==> src/rtl/preimage_search.sv <==
// rtl/preimage_search.sv - exhaustive input-assignment search over an external CUT
// Optional PREIMAGE_COUNT_EN: try every assignment and count all matching ones.
module preimage_search #(
    parameter int N_IN   = 2,
    parameter int N_OUT  = 1,
    parameter int SETTLE = 0
) (
    input  logic             clk,
    input  logic             rst,
    input  logic             start,
    input  logic [N_OUT-1:0] target,
    output logic [N_IN-1:0]  cut_in,
    input  logic [N_OUT-1:0] cut_out,
    output logic             busy,
    output logic             done,
    output logic             sat,
    output logic [N_IN-1:0]  model
`ifdef PREIMAGE_COUNT_EN
    ,
    output logic [N_IN:0]    sol_count
`endif
);

    typedef enum logic [1:0] {
        IDLE   = 2'd0,
        APPLY  = 2'd1,
        SAMPLE = 2'd2,
        FINISH = 2'd3
    } state_t;

    // With no settle time the CUT is sampled on every cycle and APPLY is skipped.
    localparam state_t RUN_STATE = (SETTLE == 0) ? SAMPLE : APPLY;
    localparam logic [3:0] SETTLE_LAST = 4'(SETTLE - 1);
    localparam logic [N_IN:0] VEC_LAST = {1'b0, {N_IN{1'b1}}};

    state_t             state;
    logic [N_IN:0]      vec;
    logic [N_IN:0]      vec_next;
    logic [3:0]         settle_cnt;
    logic [N_OUT-1:0]   target_q;
    logic               match;
    logic               last_vec;

    assign vec_next = vec + 1'b1;
    assign match    = (cut_out == target_q);
    assign last_vec = (vec == VEC_LAST);

    always_ff @(posedge clk) begin
        if (rst) begin
            state      <= IDLE;
            vec        <= '0;
            settle_cnt <= '0;
            target_q   <= '0;
            cut_in     <= '0;
            busy       <= 1'b0;
            done       <= 1'b0;
            sat        <= 1'b0;
            model      <= '0;
`ifdef PREIMAGE_COUNT_EN
            sol_count  <= '0;
`endif
        end else begin
            case (state)
                IDLE, FINISH: begin
                    if (start) begin
                        target_q   <= target;
                        vec        <= '0;
                        cut_in     <= '0;
                        settle_cnt <= '0;
                        busy       <= 1'b1;
                        done       <= 1'b0;
                        sat        <= 1'b0;
`ifdef PREIMAGE_COUNT_EN
                        sol_count  <= '0;
`endif
                        state      <= RUN_STATE;
                    end
                end

                APPLY: begin
                    settle_cnt <= settle_cnt + 4'd1;
                    if (settle_cnt == SETTLE_LAST) begin
                        state <= SAMPLE;
                    end
                end

                SAMPLE: begin
`ifdef PREIMAGE_COUNT_EN
                    if (match) begin
                        sol_count <= sol_count + 1'b1;
                        if (sol_count == '0) begin
                            model <= vec[N_IN-1:0];
                        end
                    end
                    if (last_vec) begin
                        sat   <= match || (sol_count != '0);
                        done  <= 1'b1;
                        busy  <= 1'b0;
                        state <= FINISH;
                    end else begin
                        vec        <= vec_next;
                        cut_in     <= vec_next[N_IN-1:0];
                        settle_cnt <= '0;
                        state      <= RUN_STATE;
                    end
`else
                    if (match) begin
                        model <= vec[N_IN-1:0];
                        sat   <= 1'b1;
                        done  <= 1'b1;
                        busy  <= 1'b0;
                        state <= FINISH;
                    end else if (last_vec) begin
                        sat   <= 1'b0;
                        done  <= 1'b1;
                        busy  <= 1'b0;
                        state <= FINISH;
                    end else begin
                        vec        <= vec_next;
                        cut_in     <= vec_next[N_IN-1:0];
                        settle_cnt <= '0;
                        state      <= RUN_STATE;
                    end
`endif
                end

                default: state <= IDLE;
            endcase
        end
    end

endmodule

==> config.mk <==
export PLATFORM = sky130hd
export DESIGN_NAME = preimage_search
export DESIGN_NICKNAME = d
export VERILOG_FILES = /design/src/rtl/preimage_search.sv
export SDC_FILE = /design/constraint.sdc
export NUM_CORES = 1
export LEC_CHECK = 0
export BUFFER_PORTS_ARGS = -buffer_cell sky130_fd_sc_hd__buf_2
export CAP_MARGIN = 10
export CORE_MARGIN = 2
export CORE_UTILIZATION = 45
export CTS_CLUSTER_DIAMETER = 150
export DETAILED_ROUTE_END_ITERATION = 8
export PLACE_DENSITY = 0.66
export SYNTH_ARGS = -nofsm -noshare
export SYNTH_HDL_FRONTEND = slang
export SYNTH_SLANG_ARGS = --single-unit
==> constraint.sdc <==
create_clock -name clk -period 1.55 [get_ports clk]
set_input_delay 0.2325 -clock clk [delete_from_list [all_inputs] [get_ports clk]]
set_output_delay 0.2325 -clock clk [all_outputs]
set_load 0.03 [all_outputs]
# --- Word level (Yosys, flattened, before mapping) ---
# Cells that the tools add are included.
totals:
  out_inout_bits: 7
  regBits: 17
op_classes:
  add_sub_neg: 2
  n_reduce_logical: 9
  n_mux: 27
  eq_ne: 11
ops:
  columns: ["cell", "count"]
  rows:
  - ["4-bit two-way mux", 3]
  - ["4-bit one-hot mux with 3 select lines", 1]
  - ["2-bit two-way mux", 5]
  - ["1-bit two-way mux", 9]
  - ["3-bit two-way mux", 3]
  - ["2-bit inequality test, second input constant", 4]
  - ["1-bit one-hot mux with 2 select lines", 3]
  - ["2-bit one-hot mux with 3 select lines", 1]
  - ["3-bit one-hot mux with 2 select lines", 1]
  - ["2-bit AND reduction", 3]
  - ["3-bit AND reduction", 2]
  - ["4-bit by 1-bit adder with 4-bit output, second input constant", 1]
  - ["2-bit == test, second input constant", 2]
  - ["4-bit == test, second input constant", 1]
  - ["2-bit one-hot mux with 2 select lines", 1]
  - ["4-bit AND reduction", 1]
  - ["3-bit by 1-bit adder with 3-bit output, second input constant", 1]
  - ["3-bit by 2-bit == test with 1-bit output, second input constant", 1]
  - ["3-bit inequality test, second input constant", 1]
  - ["2-bit by 1-bit == test with 1-bit output, second input constant", 1]
  - ["2-bit zero test", 1]
  - ["2-bit nonzero test", 1]
  - ["2-bit OR reduction", 1]
  - ["1-bit == test", 1]

# --- Logic depth before layout (Yosys ltp) ---
logic_depth:
  word_depth: 4
  depth_mapped: 7

# --- Worst setup path after synthesis ---
# Ideal clock, no wire load.
synth_timing:
  path_type: "register -> register"
  startpoint: "reg state[0]"
  endpoint: "reg sat"
  path_buffers: 0
  path_stages_with_launch: 7
  setup_time_ns: 0.128
  t_required_ns: 1.422
  slack_ns: -0.095
  arrival_ns: 1.518
  path_cell_list: "dfxtp_1 -> inv_1 -> ha_1 -> and2b_4 -> a311oi_2 -> mux2i_1 -> nor2_1"
synth_via:
  elab_chain_len: 4
  elab_cells_between_ends: 9
  classes_between: "4 x eq/ne; 1 x mux; 4 x reduce/logical"
synth_rtl:
  columns: ["element", "line_no", "rtl"]
  rows:
  - ["start, declared", "36", "state_t state;"]
  - ["start signal, assigned", "50", "state <= IDLE;"]
  - ["start signal, assigned", "76", "state <= RUN_STATE;"]
  - ["start signal, assigned", "83", "state <= SAMPLE;"]
  - ["2-bit == test / 2-bit zero test (equally long branches)", "63", "case (state)"]
  - ["2-bit OR reduction", "63", null]
  - ["2-bit inequality test (no source line) / 2-bit nonzero test (equally long branches)", null, null]
  - ["3-bit AND reduction (no source line)", null, null]
  - ["end signal, assigned", "57", "sat <= 1'b0;"]
  - ["end signal, assigned", "72", "sat <= 1'b0;"]
  - ["end signal, assigned", "109", "sat <= 1'b1;"]
  - ["end, declared", "16", "output logic sat,"]
# Several ways; a longest one is shown, not always the timed one.
# A chain may end at the register's enable or synchronous reset.

# --- Final worst setup path ---
# Same ends and word-level chain as after synthesis.

==> impl_metrics.py <==
metrics = {
    "setup_path": {
        "timing.critical_path.slowest_cell_delay_ps": 330,
        "cp_cell_sequence": "inv_2 -> ha_4 -> and2b_4 -> a311oi_4 -> mux2i_1 -> nor2_1",
        "cp_required_ps": 1730,
        "slowest_stage_cell_on_the_critical_path": "sky130_fd_sc_hd__dfxtp_2",
        "critical_path_arrival_ps": 1690,
        "timing.critical_path.to_type": "register",
        "r2r_slack_ps": 40,
        "critical_path.max_fanout": 7,
        "critPathLaunchType": "register",
        "r2r_start": "state[0]",
        "worstRegToRegCells": 6,
        "worst-setup-path-type": "register to register",
        "regToRegEndpoint": "sat",
    },
    "yosys": {
        "synth-xor-area-share_pct": 3.012,
        "net_count_after_synthesis": 104,
        "area_fraction_in_compound_gates_after_synthesis_pct": 23.80,
        "synth-seq-cells": 15,
        "syn-mean-instance-area_sq_um": 9.030,
        "postSynthCellCount": 92,
        "post_synthesis_sequential_area_ratio_pct": 36.14,
        "post_synth_fa_ha_maj_area_fraction_pct": 10.54,
        "synth.mux.area_fraction_pct": 2.410,
        "synth-warning-count": 0,
        "synth.distinct_cells": 31,
        "synth_top_family_by_area": "compound AO/OA/AOI/OAI gates",
        "synth-simple-area-share_pct": 17.62,
        "post_synth_instance_area_sq_um": 830.8,
    },
    "pwr": {
        "swShare_pct": 33.22,
        "p_clk_share_pct": 23.9,
        "total_switching_power_uw": 317.6,
        "ir_worst_vdd_mv": 0.6792,
        "lkg_pwr_uw": 0.0004143,
        "p_comb_share_pct": 31.9,
        "share_seq_of_total_power_pct": 44.2,
        "internal-power_uw": 638.6,
        "power_density_mw_per_mm2": 902.2,
    },
    "job": {
        "maxCapViolCount": 0,
    },
    "sta": {
        "finalSetupViolCount": 0,
        "slew_violations": 0,
        "achievable-frequency_mhz": 660.7,
        "worst_clock_skew_ps": 4.242,
        "hold-worst-slack_ps": 196.9,
        "setup_tns_ps": 0,
        "timing.max_slew.rel_slack_pct": 67.97,
        "final-hold-violation-count": 0,
        "worst_slack_ps": 36.54,
        "setup_repair_after_global_routing_missed_its_margin": "true",
        "min_period_over_period_pct": 97.64,
        "post-route-min-period_ps": 1513,
        "tightestPinTransition_ps": 478.1,
    },
    "drt": {
        "route.vias.total": 717,
        "first_pass_detailed_route_iteration_total": 3,
        "count_of_antenna_violating_nets_left_after_detailed_routing": 0,
        "postRouteWirelength_microns": 1803,
        "avgViaCountPerCell": 5.272,
        "drt-wirelength-per-cell_microns": 13.26,
        "drcViolationCount": 0,
        "drt_iter0_drcs": 9,
    },
    "cells_and_area": {
        "layout.nets": 124,
        "n_antenna_cell": 0,
        "post-route-util_pct": 61.38,
        "area.sequential_sq_um": 302.8,
        "syn2layout_area_growth_pct": 27.56,
        "multi_input_area_sq_um": 549.3,
        "drive_above_1_share_pct": 36.04,
        "final_area_sq_mm": 0.001060,
        "fill_cells": 159,
    },
    "die": {
        "design.die.area_sq_mm": 0.002206,
        "rows": 15,
        "initial_core_util_pct": 48.12,
        "fp.coreArea_sq_mm": 0.001727,
        "pin_count": 12,
        "dieWidth_microns": 46.97,
        "die_h_microns": 46.97,
    },
    "worst_hold_path": {
        "hold_depth": 3,
        "endpoint_with_the_worst_hold_slack": "target_q",
        "hp-start": "target",
        "hold_path_class": "input port to register",
    },
    "cts": {
        "htree_levels": 1,
        "cts_tree": "yes",
        "clock_tree.root_cell": "sky130_fd_sc_hd__clkbuf_4",
        "cts.sinks": 15,
        "path_clk_slew_ps": 90,
        "clockBufferDepth": 2,
        "clock_latency_late_sink_ps": 290,
        "cts_inserted_buffers": 3,
    },
    "global_route": {
        "grt_antenna_before_repair": 0,
        "grt_max_degree": 18,
        "first_global_vias": 708,
        "global_route.usage.total_pct": 19.26,
        "grt_pass1_wl_microns": 2939,
        "grt_overflow_total": 0,
    },
    "placement": {
        "placement.setup.worst_slack_ps": -44.72,
        "placed_cell_area_sq_um": 973.4,
        "count_of_buffers_inserted_at_the_top_level_ports": 11,
        "post-dp-hpwl_microns": 1333,
        "place_congestion": 0.8020,
    },
    "run_status": {
        "status": "completed",
    },
}
==> cell usage after synthesis (all sizes together) <==
cell	number	share of area, %
and2b	1	1.2
a311oi	1	1.8
a2bb2oi	1	1.1
xor2	1	1.1
nor2b	1	0.75
nor2	7	3.2
o2bb2ai	1	1.1
o21ai	6	3.6
nand2b	3	2.3
mux2i	2	2.4
nand4	1	0.75
a221o	1	1.2
a211oi	2	1.8
nand2	5	2.3
nand3b	1	0.90
nand4b	3	3.2
a221oi	1	3.2
xnor2	1	2.0
clkbuf	2	0.90
nand3	4	2.4
inv	7	3.2
ha	7	11
or3	1	0.75
o31ai	1	1.5
o211ai	1	0.90
dfxtp	15	36
buf	3	2.4
a21oi	11	6.6
o32ai	1	1.1
==> flip-flops by register name, summed over array words and instances, names as in the netlist <==
signal and count:
model 2, state 2, cut_in 1, target_q 1, sat 1, busy 1, vec 2, settle_cnt 4
done 1
==> critical path: cells and delay by family, from the launching register on <==
kind	cells	cell delay, ps
flip-flops	1	330
AO/OA/AOI/OAI	1	320
AND/OR/NAND/NOR	2	260
multiplexers	1	220
adder cells (fa/ha/maj)	1	200
buffers and inverters	1	80
==> power groups by stage <==
| stage | clock, uW | sequential, uW | combinational [uW] |
|---|---|---|---|
| after floorplan | 0 | 448 | 181 |
| after global placement | 0 | 429 | 271 |
| after detailed placement | 0 | 430 | 275 |
| after CTS | 238 | 421 | 276 |
| after global routing | 264 | 426 | 332 |
| final | 229 | 422 | 305 |
==> kinds of logic (layout without fill, tap and decap cells) <==
| logic type | count (synthesis) | after routing |
|---|---|---|
| XOR/XNOR | 2 | 2 |
| AND/OR/NAND/NOR | 27 | 27 |
| multiplexers | 2 | 2 |
| AO/OA/AOI/OAI | 27 | 27 |
| adder cells (fa/ha/maj) | 7 | 7 |
| buffers and inverters | 12 | 31 |
| flip-flops | 15 | 15 |
==> cells in the final DEF (no fill, tap or decap), drive strengths merged <==
| cell type | instances |
|---|---|
| nor2 | 7 |
| and2b | 1 |
| o21ai | 6 |
| a221oi | 1 |
| nand4b | 3 |
| nand4 | 1 |
| or3 | 1 |
| a221o | 1 |
| o31ai | 1 |
| nand2b | 3 |
| buf | 20 |
| a311oi | 1 |
| clkbuf | 3 |
| a211oi | 2 |
| o211ai | 1 |
| nor2b | 1 |
| nand3b | 1 |
| a2bb2oi | 1 |
| dfxtp | 15 |
| xnor2 | 1 |
| xor2 | 1 |
| clkinv | 1 |
| a21oi | 11 |
| inv | 7 |
| nand2 | 5 |
| mux2i | 2 |
| o32ai | 1 |
| ha | 7 |
| nand3 | 4 |
| o2bb2ai | 1 |
==> worst max path at each step <==
stage | cells past startpoint | startpoint | to
2_1_floorplan | 6 | cut_in[0] | sat
3_3_place_gp | 6 | state[0] | sat
3_5_place_dp | 6 | cut_in[0] | sat
4_1_cts | 5 | state[1] | settle_cnt[2]
5_1_grt | 6 | state[0] | sat
6_report | 6 | state[0] | sat
==> cell type report <==
type	count	area share [%]
well taps	25	2.952
clock inverters	1	0.4723
multi-input cells	65	51.83
flip-flops and latches	15	28.57
clock buffers	3	2.125
inverters	7	2.479
repair buffers	20	11.57
==> through the flow <==
stage,std cells,total power [uW]
after floorplan,92,628.7
after global placement,131,699.9
after CTS,135,935.8
final,136,956.2
after global routing,136,1022
after detailed placement,131,704.2
==> what timing repair did <==
| action | in CTS | in global routing |
|---|---|---|
| setup buffers | 0 | 1 |
| endpoints found under the setup margin | 4 | 7 |
| hold endpoints to repair | 0 | 0 |
| hold buffers | 0 | 0 |
| resized for setup | 4 | 8 |
| pin swaps | 1 | 5 |
==> routing by layer <==
layer	part of all wire (%)	wire length [microns]	global-route usage (%)
met5	0	0	0
met4	2.1	38	11.67
met3	2.8	51	4.615
met2	50	895	30.96
met1	45	816	23.15
(Power assumes the default switching activity.)
